File: config.mk
export PLATFORM = sky130hd
export DESIGN_NAME = packetizer_flat
export DESIGN_NICKNAME = d
export VERILOG_FILES = /design/src/rtl/packetizer_if.sv /design/src/rtl/packetizer.sv /design/src/flat_wrapper.sv
export SDC_FILE = /design/constraint.sdc
export NUM_CORES = 1
export LEC_CHECK = 0
export CAP_MARGIN = 0
export CELL_PAD_IN_SITES_DETAIL_PLACEMENT = 0
export CELL_PAD_IN_SITES_GLOBAL_PLACEMENT = 1
export CORE_ASPECT_RATIO = 1.75
export CORE_MARGIN = 8
export CORE_UTILIZATION = 35
export DETAILED_ROUTE_END_ITERATION = 7
export HOLD_SLACK_MARGIN = 0.05
export MAX_ROUTING_LAYER = met4
export PLACE_DENSITY = 0.61
export SKIP_CTS_REPAIR_TIMING = 1
export SLEW_MARGIN = 5
export SYNTH_ARGS = -nofsm -noshare
export SYNTH_HDL_FRONTEND = slang
export SYNTH_SLANG_ARGS = --single-unit
File: constraint.sdc
create_clock -name clk -period 3.1 [get_ports clk]
set_input_delay 0.62 -clock clk [delete_from_list [all_inputs] [get_ports clk]]
set_output_delay 0.62 -clock clk [all_outputs]
set_load 0.01 [all_outputs]
File: src/rtl/packetizer_if.sv
// Payload byte stream between the source and the packetizer (AXI-Stream subset).
interface packetizer_if;
  logic [7:0] s_axis_tdata;
  logic       s_axis_tvalid;
  logic       s_axis_tready;
  logic       s_axis_tlast;

  modport master (
    output s_axis_tdata,
    output s_axis_tvalid,
    output s_axis_tlast,
    input  s_axis_tready
  );

  modport slave (
    input  s_axis_tdata,
    input  s_axis_tvalid,
    input  s_axis_tlast,
    output s_axis_tready
  );
endinterface

File: src/rtl/packetizer.sv
// Transmit framer: Barker preamble, 32-bit BPSK header, then BPSK or QPSK payload,
// one symbol per sampled sym_en; the sym_en after the last symbol retires the frame.
module packetizer #(
  parameter int unsigned PREAMBLE_REPS = 4,
  parameter logic [7:0]  SIGNATURE     = 8'hA5
) (
  input  logic         clk,
  input  logic         rst_n,
  input  logic         start,
  input  logic [12:0]  pkt_len,
  input  logic [7:0]   pkt_mcs,
  packetizer_if.slave  axis,
  input  logic         sym_en,
  output logic         sym_valid,
  output logic [1:0]   sym_QPSK,
  output logic         sym_BPSK,
  output logic         is_bpsk,
  output logic         busy,
  output logic         done,
  output logic         err_underrun,
  output logic         err_len
);

  localparam logic [12:0] BARKER   = 13'b1111100110101;
  localparam logic [7:0]  PRE_LAST = 8'(PREAMBLE_REPS * 13 - 1);

  typedef enum logic [3:0] {
    IDLE = 4'b0001,
    PRE  = 4'b0010,
    HDR  = 4'b0100,
    PLD  = 4'b1000
  } state_t;

  state_t      state;
  logic [7:0]  cnt_pre;
  logic [3:0]  chip_idx;
  logic [4:0]  cnt_hdr;
  logic [15:0] pld_left;
  logic [2:0]  sub_left;
  logic        fin;
  logic        hold_full;
  logic [12:0] acc_cnt;
  logic        tready;

  logic [12:0] len_q;
  logic        pld_bpsk;
  logic [31:0] hdr_sr;
  logic [7:0]  hold_data;
  logic [7:0]  sh;

  logic        hs;
  logic        step;
  logic        retire;
  logic        need_byte;
  logic        take;
  logic        pre_done;
  logic [7:0]  cur_byte;
  logic        hold_full_nxt;
  logic        in_hp_nxt;
  logic [12:0] acc_nxt;

  assign axis.s_axis_tready = tready;

  // fin marks "every symbol presented": the next sym_en only retires the frame
  assign hs        = axis.s_axis_tvalid && tready;
  assign step      = sym_en && (state != IDLE) && !fin;
  assign retire    = sym_en && (state != IDLE) && fin;
  assign need_byte = step && (state == PLD) && (sub_left == 3'd0);
  assign take      = need_byte && hold_full;
  assign pre_done  = step && (state == PRE) && (cnt_pre == PRE_LAST);

  // A byte landing on the same edge it is needed is too late; zeros go out instead
  assign cur_byte  = (sub_left != 3'd0) ? sh : (hold_full ? hold_data : 8'h00);

  assign hold_full_nxt = !retire && (hs || (hold_full && !take));
  assign acc_nxt       = acc_cnt + 13'(hs);
  assign in_hp_nxt     = pre_done || (((state == HDR) || (state == PLD)) && !retire);

  always_ff @(posedge clk or negedge rst_n) begin
    if (!rst_n) begin
      state        <= IDLE;
      cnt_pre      <= '0;
      chip_idx     <= '0;
      cnt_hdr      <= '0;
      pld_left     <= '0;
      sub_left     <= '0;
      fin          <= 1'b0;
      hold_full    <= 1'b0;
      acc_cnt      <= '0;
      tready       <= 1'b0;
      sym_valid    <= 1'b0;
      sym_QPSK     <= 2'b00;
      sym_BPSK     <= 1'b0;
      is_bpsk      <= 1'b1;
      busy         <= 1'b0;
      done         <= 1'b0;
      err_underrun <= 1'b0;
      err_len      <= 1'b0;
    end else begin
      done      <= 1'b0;
      hold_full <= hold_full_nxt;
      acc_cnt   <= acc_nxt;
      tready    <= in_hp_nxt && !hold_full_nxt && (acc_nxt < len_q);

      if (hs && ((acc_cnt == len_q - 13'd1) != axis.s_axis_tlast))
        err_len <= 1'b1;
      if (need_byte && !hold_full)
        err_underrun <= 1'b1;

      case (state)
        IDLE: begin
          if (start) begin
            state        <= PRE;
            busy         <= 1'b1;
            cnt_pre      <= '0;
            chip_idx     <= '0;
            cnt_hdr      <= '0;
            sub_left     <= '0;
            acc_cnt      <= '0;
            fin          <= 1'b0;
            err_underrun <= 1'b0;
            err_len      <= 1'b0;
          end
        end
        PRE: begin
          if (step) begin
            sym_valid <= 1'b1;
            is_bpsk   <= 1'b1;
            sym_BPSK  <= BARKER[4'd12 - chip_idx];
            sym_QPSK  <= {2{BARKER[4'd12 - chip_idx]}};
            cnt_pre   <= cnt_pre + 8'd1;
            chip_idx  <= (chip_idx == 4'd12) ? 4'd0 : chip_idx + 4'd1;
            if (pre_done)
              state <= HDR;
          end
        end
        HDR: begin
          if (step) begin
            sym_valid <= 1'b1;
            is_bpsk   <= 1'b1;
            sym_BPSK  <= hdr_sr[31];
            sym_QPSK  <= {2{hdr_sr[31]}};
            cnt_hdr   <= cnt_hdr + 5'd1;
            if (cnt_hdr == 5'd31) begin
              if (len_q != 13'd0) begin
                state    <= PLD;
                pld_left <= pld_bpsk ? {len_q, 3'b000} : {1'b0, len_q, 2'b00};
              end else begin
                fin <= 1'b1;
              end
            end
          end
        end
        PLD: begin
          if (step) begin
            sym_valid <= 1'b1;
            is_bpsk   <= pld_bpsk;
            sym_BPSK  <= cur_byte[7];
            sym_QPSK  <= pld_bpsk ? {2{cur_byte[7]}} : cur_byte[7:6];
            sub_left  <= (sub_left != 3'd0) ? sub_left - 3'd1 : (pld_bpsk ? 3'd7 : 3'd3);
            pld_left  <= pld_left - 16'd1;
            if (pld_left == 16'd1)
              fin <= 1'b1;
          end
        end
        default: state <= IDLE;
      endcase

      if (retire) begin
        state     <= IDLE;
        busy      <= 1'b0;
        done      <= 1'b1;
        sym_valid <= 1'b0;
        sym_QPSK  <= 2'b00;
        sym_BPSK  <= 1'b0;
        is_bpsk   <= 1'b1;
        fin       <= 1'b0;
        cnt_pre   <= '0;
        chip_idx  <= '0;
        cnt_hdr   <= '0;
        pld_left  <= '0;
        sub_left  <= '0;
        acc_cnt   <= '0;
      end
    end
  end

  // Frame fields and byte shifters carry no reset; they are reloaded before use
  always_ff @(posedge clk) begin
    if ((state == IDLE) && start) begin
      len_q    <= pkt_len;
      pld_bpsk <= pkt_mcs[5];
      hdr_sr   <= {pkt_mcs, pkt_len, 3'b000, SIGNATURE};
    end
    if (step && (state == HDR))
      hdr_sr <= {hdr_sr[30:0], 1'b0};
    if (hs)
      hold_data <= axis.s_axis_tdata;
    if (step && (state == PLD))
      sh <= pld_bpsk ? {cur_byte[6:0], 1'b0} : {cur_byte[5:0], 2'b00};
  end

endmodule

File: src/flat_wrapper.sv
// flat-port wrapper written by rule: the top's interface ports become plain ports
module packetizer_flat 
#(
  parameter int unsigned PREAMBLE_REPS = 4,
  parameter logic [7:0]  SIGNATURE     = 8'hA5
)
  (clk, rst_n, start, pkt_len, pkt_mcs, sym_en, sym_valid, sym_QPSK, sym_BPSK, is_bpsk, busy, done, err_underrun, err_len, axis_s_axis_tdata, axis_s_axis_tvalid, axis_s_axis_tlast, axis_s_axis_tready);
  packetizer_if axis_i ();
  input  logic clk;
  input  logic rst_n;
  input  logic start;
  input  logic [12:0] pkt_len;
  input  logic [7:0] pkt_mcs;
  input  logic sym_en;
  output logic sym_valid;
  output logic [1:0] sym_QPSK;
  output logic sym_BPSK;
  output logic is_bpsk;
  output logic busy;
  output logic done;
  output logic err_underrun;
  output logic err_len;
  input wire logic [$bits(axis_i.s_axis_tdata)-1:0] axis_s_axis_tdata;
  input wire logic [$bits(axis_i.s_axis_tvalid)-1:0] axis_s_axis_tvalid;
  input wire logic [$bits(axis_i.s_axis_tlast)-1:0] axis_s_axis_tlast;
  output wire logic [$bits(axis_i.s_axis_tready)-1:0] axis_s_axis_tready;
  assign axis_i.s_axis_tdata = axis_s_axis_tdata;
  assign axis_i.s_axis_tvalid = axis_s_axis_tvalid;
  assign axis_i.s_axis_tlast = axis_s_axis_tlast;
  assign axis_s_axis_tready = axis_i.s_axis_tready;
  packetizer #(.PREAMBLE_REPS(PREAMBLE_REPS), .SIGNATURE(SIGNATURE)) u_core (.clk(clk), .rst_n(rst_n), .start(start), .pkt_len(pkt_len), .pkt_mcs(pkt_mcs), .axis(axis_i), .sym_en(sym_en), .sym_valid(sym_valid), .sym_QPSK(sym_QPSK), .sym_BPSK(sym_BPSK), .is_bpsk(is_bpsk), .busy(busy), .done(done), .err_underrun(err_underrun), .err_len(err_len));
endmodule
==> flow_metrics.tcl <==
set metrics [dict create \
    clk_pin_slew_ns 0.06 \
    synth_edf_count 60 \
    synth_warnings 0 \
    clockPowerShare_pct 30.7 \
    area_delta_synth_final_pct 21.7 \
    firstDrtPassIters 4 \
    synth_top_area_share_pct 27.0 \
    slowest_delay_ns 0.46 \
    status "finished, final reports clean" \
    viasPerCell 5.32 \
    power_frac_seq_pct 37.8 \
    ys.flop_type "dfrtp_1" \
    critPathBufInv 3 \
    critical_path_class "input port to flip-flop" \
    die_area_mm2 0.0239 \
    drc 0 \
    async_reset_ff_share_pct 51.2 \
    tightest_slew_ns 0.967 \
    slowest_stage "clkdlybuf4s50_1" \
    core_mm2 0.0189 \
    cts_tree "built" \
    hold_violations 0 \
    drt_wl_total_mm 18.4 \
    power.switching_mw 2.39 \
    stdcell_area_mm2 0.00813 \
    htreeDepth 4 \
    final.period_utilization_pct 94.0 \
    netlist-cell-type-count 60 \
    period_minus_slack_ns 2.91 \
    gp_congestion 0.830 \
    final-setup-viol-count 0 \
    post_synth.cell_area_avg_um2 10.1 \
    worstPathArrival_ns 3.28 \
    yosysMostFrequentCell "o21ai_0" \
    dpl_worst_slack_ns -0.277 \
    yosys.area.top_type "edfxtp_1" \
    pwr_density_cell_mw_per_mm2 816 \
    p_int_mw 4.24 \
    fp.dieW_um 120 \
    max_freq_mhz 343 \
    p_comb_share_pct 31.4 \
    wl_per_cell_um 18.9 \
    worstPathCellList "clkdlybuf4s50_1, nand2_1, inv_1, ha_1, ha_1, nand2_1, nor2_2, buf_4, nand3_1, xnor2_1, ha_1, a21oi_1, nor2_1, nor2_1, nand2_1, a311oi_2, o31a_1" \
    cts_buffers 17 \
    place_area_mm2 0.00752 \
    dp_hpwl_mm 13.8 \
    ios 45 \
    clk_latency_ns 0.43 \
    slew_headroom_pct 35.6 \
    swShare_pct 36.1 \
    worstPathMaxFanout 3 \
    r2r_start "u_core.len_q[1]" \
    fp.dieH_um 199 \
    drt-initial-drc-count 267 \
    clk_path_buf_depth 2 \
    syn_inst 661 \
    critPathLaunchType "input port" \
    port_buffers 44 \
    finClkSkew_ns 0.0116 \
    cts_root_buf "clkbuf_16" \
    antenna_found_initial 0 \
    start_util_pct 35.3 \
    nNetsFinal 781 \
    drive_above_1_share_pct 10.5 \
    ant_nets 0 \
    synth.area.top_cells "edfxtp_1 (27%), dfrtp_1 (23%), o21ai_0 (4.9%)" \
    synth_fp_nets 721 \
    grt_max_degree 65 \
    worst_slack_ns 0.186 \
    rows 67 \
    rsz0062_at_grt "no" \
    vdd_drop_max_mv 0.343 \
    synth-seq-cells 125 \
    grt_pass1_wl_mm 29.9 \
    endpoint_kind "flip-flop" \
    maxCapViolCount 0 \
    required_ns 3.46 \
    worstSetupStartpoint "axis_s_axis_tvalid" \
    overflow 0 \
    p_total_mw 6.63 \
    crit_family "buffers and inverters" \
    num_vias 5184 \
    holdCritPathClass "input port to asynchronous set/reset pin" \
    diodes 0 \
    synth_common_cells "o21ai_0 (66), dfrtp_1 (62), nand2_1 (61)" \
    grt_pass1_vias 5428 \
    maxSlewViolCount 0 \
    ys_seq_area_share_pct 51.3 \
    clkSinkCount 125 \
    synth_area_mm2 0.00668 \
    power_leakage_nw 3.48 \
    grt_usage_pct 16.8 \
]
-- flip-flops by register name (all words and copies together), names as in the netlist --
register,flops
u_core.chip_idx,4
u_core.hold_data,8
u_core.hdr_sr,32
u_core.busy,1
u_core.err_underrun,1
u_core.len_q,13
u_core.cnt_pre,8
u_core.acc_cnt,13
u_core.sh,7
u_core.err_len,1
u_core.done,1
u_core.sub_left,3
u_core.state,4
u_core.hold_full,1
u_core.pld_bpsk,1
u_core.sym_QPSK,1
u_core.axis.s_axis_tready,1
u_core.is_bpsk,1
u_core.fin,1
u_core.sym_valid,1
u_core.cnt_hdr,5
u_core.sym_BPSK,1
u_core.pld_left,16
-- area by class of cell --
class	instances	area, µm²
fill	1878	10800
tap	241	302
sequential	125	3430
timing repair buffer	72	671
clock inverter	13	154
inverter	32	120
clock buffer	19	453
multi-input combinational	473	3010
-- metal layers --
layer	routed length [µm]	global-route usage [%]	vias up
li1	-	-	2516
met1	7370	17.5	2565
met2	10200	30.2	76
met3	427	2.81	27
met4	454	7.35	0
met5	0	-	-
-- per-stage QoR --
stage	utilization [%]	std cells	hold slack, ns	setup TNS (ns)
6_report	42.9	975	0.228	0
5_1_grt	42.9	975	0.249	0
4_1_cts	42.9	975	0.227	0
3_5_place_dp	39.7	943	0.438	-0.277
3_3_place_gp	39.7	943	0.434	-0.246
2_1_floorplan	-	661	0.324	0
-- logic make-up after synthesis --
kind of cell,count (synthesis),synth area share (%)
multiplexers,18,2.73
AO/OA/AOI/OAI,166,15.3
adder cells (fa/ha/maj),26,4.83
AND/OR/NAND/NOR,232,17.9
buffers and inverters,63,3.84
flip-flops,125,51.3
XOR/XNOR,31,4.06
-- cell usage in the layout, fill, tap and decap left out, types with 5 or more instances in the layout --
cell type        Yosys  final
a21oi_1             34     34
nor4_1               5      5
and3_1              27     27
o21ai_0             66     66
edfxtp_1            60     60
buf_4                1     26
clkinv_4             0      5
ha_1                25     25
nor2_1              54     53
nand3_1             24     24
nand2b_1             7      7
nand4_1              5      5
mux2i_1             16     16
nand2_1             61     61
nor3_1              14     14
xor2_1              10     10
clkbuf_16            0     17
inv_1               31     31
a22o_1              26     26
clkdlybuf4s50_1      0     43
nor2b_1             15     15
a31oi_1             12     12
xnor2_1             21     21
dfrtp_1             62     62
-- path summary, 6_finish.rpt --
| check | slack (ns) | depth (start not counted) | to |
|---|---|---|---|
| worst max-delay path | 0.19 | 17 | u_core.axis.s_axis_tready |
| worst min-delay path | 0.23 | 2 | u_core.sub_left[0] |
| worst max register to register | 0.38 | 9 | u_core.err_len |
| worst min register to register | 0.44 | 2 | u_core.hdr_sr[0] |
| max in group asynchronous | 2.54 | 2 | u_core.state[0] |
| min in group clk | 0.44 | 2 | u_core.hdr_sr[0] |
-- power by group through the flow --
stage          Combinational, mW  Clock (mW)  Sequential, mW
3_3_place_gp                2.07           0            2.54
5_1_grt                     2.35        2.15            2.56
4_1_cts                     2.11        2.09            2.51
2_1_floorplan               1.43           0            2.41
6_report                    2.08        2.04            2.51
3_5_place_dp                2.10           0            2.54
Power figures use the tool's default switching activity.
